--- config.mk ---
export PLATFORM = sky130hd
export DESIGN_NAME = mdu_iter
export DESIGN_NICKNAME = d
export VERILOG_FILES = /design/src/rtl/mdu_iter.sv
export SDC_FILE = /design/constraint.sdc
export NUM_CORES = 2
export LEC_CHECK = 0
export ABC_AREA = 1
export CAP_MARGIN = 20
export CORE_MARGIN = 1
export CORE_UTILIZATION = 45
export DETAILED_ROUTE_END_ITERATION = 10
export SYNTH_ARGS = -nofsm -noshare
export SYNTH_HDL_FRONTEND = slang
export SYNTH_SLANG_ARGS = --single-unit
export TNS_END_PERCENT = 1
--- constraint.sdc ---
create_clock -name clk -period 13.2 [get_ports clk]
set_input_delay 1.98 -clock clk [delete_from_list [all_inputs] [get_ports clk]]
set_output_delay 1.98 -clock clk [all_outputs]
set_load 0.02 [all_outputs]
--- src/rtl/mdu_iter.sv ---
// Multiply/divide unit with architectural HI/LO behind one valid/ready handshake.
// Define MDU_MUL_ITER_EN to replace the single-cycle multiplier with an iterative shift-add one.
module mdu_iter #(
    parameter int WIDTH = 32,
    parameter int CNT_W = 6
) (
    input  logic             clk,
    input  logic             reset,
    input  logic             flush,
    input  logic             in_valid,
    output logic             in_ready,
    input  logic [2:0]       in_op,
    input  logic [WIDTH-1:0] in_src1,
    input  logic [WIDTH-1:0] in_src2,
    output logic             out_valid,
    input  logic             out_ready,
    output logic [WIDTH-1:0] out_hi,
    output logic [WIDTH-1:0] out_lo,
    output logic [WIDTH-1:0] hi,
    output logic [WIDTH-1:0] lo
);

    localparam logic [1:0] S_IDLE = 2'd0;
    localparam logic [1:0] S_BUSY = 2'd1;
    localparam logic [1:0] S_DONE = 2'd2;

    localparam logic [2:0] OP_MULT  = 3'd0;
    localparam logic [2:0] OP_MULTU = 3'd1;
    localparam logic [2:0] OP_DIV   = 3'd2;
    localparam logic [2:0] OP_DIVU  = 3'd3;
    localparam logic [2:0] OP_MTHI  = 3'd4;
    localparam logic [2:0] OP_MTLO  = 3'd5;

    localparam logic [CNT_W-1:0] LAST_ITER = CNT_W'(WIDTH - 1);

    logic [1:0]       state;
    logic [CNT_W-1:0] cnt;
    logic [WIDTH-1:0] acc_hi;
    logic [WIDTH-1:0] acc_lo;
    logic [WIDTH-1:0] opnd;
    logic             neg_q;
    logic             neg_r;

    logic             accept;
    logic             commit;
    logic [WIDTH-1:0] cur_hi;
    logic [WIDTH-1:0] cur_lo;

    logic             signed_op;
    logic             src1_neg;
    logic             src2_neg;
    logic [WIDTH-1:0] src1_mag;
    logic [WIDTH-1:0] src2_mag;

    logic [WIDTH:0]   div_shift;
    logic             div_ge;
    logic [WIDTH-1:0] div_rem_nx;
    logic [WIDTH-1:0] div_quo_nx;
    logic [WIDTH-1:0] div_q_fix;
    logic [WIDTH-1:0] div_r_fix;

`ifdef MDU_MUL_ITER_EN
    logic               busy_mul;
    logic [WIDTH:0]     mul_sum;
    logic [WIDTH-1:0]   mul_hi_nx;
    logic [WIDTH-1:0]   mul_lo_nx;
    logic [2*WIDTH-1:0] mul_fix;
`else
    logic [2*WIDTH-1:0] mul_a;
    logic [2*WIDTH-1:0] mul_b;
    logic [2*WIDTH-1:0] mul_prod;
`endif

    assign in_ready  = !reset && !flush &&
                       ((state == S_IDLE) || ((state == S_DONE) && out_ready));
    assign accept    = in_valid && in_ready;
    assign commit    = (state == S_DONE) && out_ready && !flush && !reset;
    assign out_valid = (state == S_DONE);

    // An op accepted in the same cycle as a commit must see the HI/LO being committed.
    assign cur_hi = commit ? out_hi : hi;
    assign cur_lo = commit ? out_lo : lo;

    always_comb begin
        signed_op = (in_op == OP_DIV) || (in_op == OP_MULT);
        src1_neg  = signed_op && in_src1[WIDTH-1];
        src2_neg  = signed_op && in_src2[WIDTH-1];
        src1_mag  = src1_neg ? -in_src1 : in_src1;
        src2_mag  = src2_neg ? -in_src2 : in_src2;
    end

    // Restoring divide step: acc_hi is the partial remainder, acc_lo shifts dividend out and quotient in.
    always_comb begin
        div_shift  = {acc_hi, acc_lo[WIDTH-1]};
        div_ge     = div_shift >= {1'b0, opnd};
        div_rem_nx = div_ge ? (div_shift[WIDTH-1:0] - opnd) : div_shift[WIDTH-1:0];
        div_quo_nx = {acc_lo[WIDTH-2:0], div_ge};
        div_q_fix  = neg_q ? -div_quo_nx : div_quo_nx;
        div_r_fix  = neg_r ? -div_rem_nx : div_rem_nx;
    end

`ifdef MDU_MUL_ITER_EN
    // Shift-add multiply step: acc_lo holds the multiplier, the product shifts in from the top.
    always_comb begin
        mul_sum   = acc_lo[0] ? ({1'b0, acc_hi} + {1'b0, opnd}) : {1'b0, acc_hi};
        mul_hi_nx = mul_sum[WIDTH:1];
        mul_lo_nx = {mul_sum[0], acc_lo[WIDTH-1:1]};
        mul_fix   = neg_q ? -{mul_hi_nx, mul_lo_nx} : {mul_hi_nx, mul_lo_nx};
    end
`else
    always_comb begin
        mul_a    = (in_op == OP_MULT) ? {{WIDTH{in_src1[WIDTH-1]}}, in_src1}
                                      : {{WIDTH{1'b0}}, in_src1};
        mul_b    = (in_op == OP_MULT) ? {{WIDTH{in_src2[WIDTH-1]}}, in_src2}
                                      : {{WIDTH{1'b0}}, in_src2};
        mul_prod = mul_a * mul_b;
    end
`endif

    // Flush discards any pending result without touching HI/LO; otherwise commit and accept may coincide.
    always_ff @(posedge clk) begin
        if (reset) begin
            state  <= S_IDLE;
            cnt    <= '0;
            acc_hi <= '0;
            acc_lo <= '0;
            opnd   <= '0;
            neg_q  <= 1'b0;
            neg_r  <= 1'b0;
            out_hi <= '0;
            out_lo <= '0;
            hi     <= '0;
            lo     <= '0;
`ifdef MDU_MUL_ITER_EN
            busy_mul <= 1'b0;
`endif
        end else if (flush) begin
            state <= S_IDLE;
            cnt   <= '0;
        end else begin
            if (commit) begin
                hi <= out_hi;
                lo <= out_lo;
            end
            if (accept) begin
                cnt <= '0;
                case (in_op)
                    OP_DIV, OP_DIVU: begin
                        state  <= S_BUSY;
                        acc_hi <= '0;
                        acc_lo <= src1_mag;
                        opnd   <= src2_mag;
                        neg_q  <= src1_neg ^ src2_neg;
                        neg_r  <= src1_neg;
`ifdef MDU_MUL_ITER_EN
                        busy_mul <= 1'b0;
`endif
                    end
                    OP_MULT, OP_MULTU: begin
`ifdef MDU_MUL_ITER_EN
                        state    <= S_BUSY;
                        acc_hi   <= '0;
                        acc_lo   <= src2_mag;
                        opnd     <= src1_mag;
                        neg_q    <= src1_neg ^ src2_neg;
                        busy_mul <= 1'b1;
`else
                        state  <= S_DONE;
                        out_hi <= mul_prod[2*WIDTH-1:WIDTH];
                        out_lo <= mul_prod[WIDTH-1:0];
`endif
                    end
                    OP_MTHI: begin
                        state  <= S_DONE;
                        out_hi <= in_src1;
                        out_lo <= cur_lo;
                    end
                    OP_MTLO: begin
                        state  <= S_DONE;
                        out_hi <= cur_hi;
                        out_lo <= in_src1;
                    end
                    default: begin
                        state  <= S_DONE;
                        out_hi <= cur_hi;
                        out_lo <= cur_lo;
                    end
                endcase
            end else if (commit) begin
                state <= S_IDLE;
            end else if (state == S_BUSY) begin
                cnt <= cnt + CNT_W'(1);
`ifdef MDU_MUL_ITER_EN
                if (busy_mul) begin
                    acc_hi <= mul_hi_nx;
                    acc_lo <= mul_lo_nx;
                    if (cnt == LAST_ITER) begin
                        state  <= S_DONE;
                        out_hi <= mul_fix[2*WIDTH-1:WIDTH];
                        out_lo <= mul_fix[WIDTH-1:0];
                    end
                end else begin
`else
                begin
`endif
                    acc_hi <= div_rem_nx;
                    acc_lo <= div_quo_nx;
                    if (cnt == LAST_ITER) begin
                        state  <= S_DONE;
                        out_hi <= div_r_fix;
                        out_lo <= div_q_fix;
                    end
                end
            end
        end
    end

endmodule
==> flow_summary_export.csv <==
group,metric,value,unit
min_path,hold_path_class,"flip-flop to flip-flop",
cts,clock_latency,0.58,ns
timing,fin_worst_skew,0.02462,ns
grt,grt_pass1_vias,57550,
timing,slew_violations,0,
layout,synthToLayoutAreaGrowth,6.717,%
floorplanning,die-area,146000,µm²
timing,period_share,88.15,%
synth,synth_ff_type,"dfxtp_1",
synth,synthArstFlopShare,0,%
layout,nets,10230,
grt,antenna_found_initial,8,
synth,netlist.area_leader.share,43.72,%
route,drtIter0Drc,4856,
floorplanning,coreArea,143500,µm²
worst_setup_path,critPathLaunchType,"input pin",
cts,cts_resized,0,
worst_setup_path,cp_max_fo,28,
synth,synthesis.area,65030,µm²
synth,ys_seq_area_share,7.204,%
route,num_vias,54640,
cts,postCtsSetupRepairBufs,0,
grt,grt_pass1_wl,361100,µm
layout,final-seq-area,4684,µm²
synth,syn-instance-count,8437,
worst_setup_path,worstPathArrival,12.09,ns
run,maxCapViolations,0,
synth,ys_ff_latch,234,
layout,fill_cells,14460,
layout,drive_gt1_share,4.077,%
synth,synth.most_common_cell,"inv_1",
run_status,outcome,"completed",
floorplanning,die_y,382.1,µm
synth,synth-edff-count,0,
cts,cts.sinks,234,
grt,grt_max_degree,79,
placed_design,io_buffers,201,
timing,tightest_slew,1.236,ns
grt,grt-ovfl-total,0,
cts,cts-root-buf,"clkbuf_16",
timing,relSlewSlack,17.58,%
synth,synthesis.nets,10270,
timing,tns,0,ns
synth,yosys-top-cells-area,"fa_1 44%, inv_1 13%, nand2_1 11%, dfxtp_1 7.2%, ha_1 6.6%",
timing,hold_viol_final,0,
worst_setup_path,path_class,"input pin to flip-flop",
floorplanning,initial_core_util,45.32,%
route,routedWlPerCell,22.95,µm
grt,grt.total_usage,33.17,%
timing,rsz0062_at_grt,"false",
cts,path_clk_slew,0.07,ns
floorplanning,rows,139,
synth,yosys-top-cells-count,"2,330 x inv_1, 1,880 x nand2_1, 1,420 x fa_1",
timing,finalSetupViolations,0,
floorplanning,io_pins,202,
synth,ys_warn_count,0,
layout,multi_input_area,50050,µm²
worst_setup_path,max_stage_delay,0.56,ns
cts,cts_tree,"done",
worst_setup_path,cp-end-kind,"flip-flop",
route,totalWireLength,236900,µm
cts,ctsHoldBuffers,0,
route,routed_via_density,5.295,
synth,syn_area_per_cell,7.707,µm²
route,drc_errors,0,
route,first_pass_iters,6,
worst_setup_path,worstPathRequired,13.65,ns
synth,synth_largest_area_cell,"fa_1",
cts,h-tree-depth,1,
route,ant_nets,0,
timing,period_minus_slack,11.64,ns
placed_design,hpwlAfterDp,200300,µm
worst_setup_path,cp_slowest_cell,"o21ai_0",
floorplanning,die_w,382.1,µm
cts,numCtsBuffers,24,
cts,cts.path.max_buffers,3,
synth,synth_cell_type_count,65,
timing,fmaxAchievable,85.94,MHz
placed_design,gp_congestion,1.024,
-- layer usage --
metal | global-route usage [%] | part of all wire, % | vias to the layer above
met2 | 55.29 | 47 | 1997
met1 | 43.94 | 41 | 27820
li1 | - | - | 24410
met5 | 0 | 0.015 | -
met3 | 4.481 | 7.4 | 406
met4 | 12.18 | 4.5 | 6
-- worst max-delay path: cells and delay by family --
kind	cells	cell delay (ns)
buffers and inverters	12	2.18
AO/OA/AOI/OAI	6	1.32
adder cells (fa/ha/maj)	10	4.77
AND/OR/NAND/NOR	8	1.81
-- sequential cells by signal (all words and copies together) (netlist names) --
| register | flops |
|---|---|
| cnt | 6 |
| neg_q | 1 |
| state | 2 |
| neg_r | 1 |
| acc_hi | 32 |
| hi | 32 |
| lo | 32 |
| opnd | 32 |
| acc_lo | 32 |
| out_hi | 32 |
| out_lo | 32 |
-- stage by stage --
| step | area (µm²) | setup slack, ns | std cells | utilization [%] | hold slack [ns] |
|---|---|---|---|---|---|
| 2_1_floorplan | 65030 | 1.924 | 8437 | - | 0.4331 |
| 3_3_place_gp | 68540 | 1.107 | 10270 | 47.77 | 0.4579 |
| 6_report | 69390 | 1.564 | 10320 | 48.36 | 0.4676 |
| 3_5_place_dp | 68540 | 1.041 | 10270 | 47.77 | 0.4595 |
| 5_1_grt | 69390 | 1.073 | 10320 | 48.36 | 0.4962 |
| 4_1_cts | 69360 | 1.613 | 10320 | 48.34 | 0.4692 |
-- worst paths after layout --
| kind | startpoint | to | slack [ns] | cells past startpoint |
|---|---|---|---|---|
| worst max register to register | opnd[4] | out_lo[30] | 8.43 | 28 |
| worst min register to register | opnd[31] | opnd[31] | 0.47 | 2 |
| worst max-delay path | in_src2[31] | out_hi[10] | 1.56 | 36 |
| worst min-delay path | opnd[31] | opnd[31] | 0.47 | 2 |
-- placed cells by master, fill, tap and decap left out, drive strengths merged, types with 8 or more instances in the layout --
master,instances
nand3b,34
xnor2,48
a31oi,26
a21o,15
buf,177
o21ai,226
ha,345
dfxtp,234
o211ai,42
o21bai,20
fa,1420
clkdlybuf4s50,143
o22ai,18
nand3,209
nand4,30
nand2,1905
or2,41
nor3,62
o221ai,28
nor4,14
a21oi,352
a21boi,8
clkbuf,29
inv,2339
nor2,464
xor2,65
mux2i,59
clkinv,16
-- cell families after synthesis --
kind of cell | after synthesis | share of synthesized area [%]
buffers and inverters | 2731 | 15.88
and+or+nand+nor | 2770 | 17.45
AOI/OAI and AO/OA | 765 | 6.677
adders and majority gates | 1765 | 50.35
xor gates and xnor gates | 113 | 1.534
DFF | 234 | 7.204
muxes | 59 | 0.9082
-- area by class of cell --
cell class	count	area share, %
antenna	3	0.01082
clock buffer	29	0.9502
clock inverter	15	0.2272
inverter	2343	12.68
multi-input combinational	5472	72.13
sequential	234	6.751
tap	1903	3.431
timing repair buffer	320	3.819
Power is left out: the tool's default activity adds up to more than one toggle a clock period on the data nets, which glitch-free logic cannot reach.
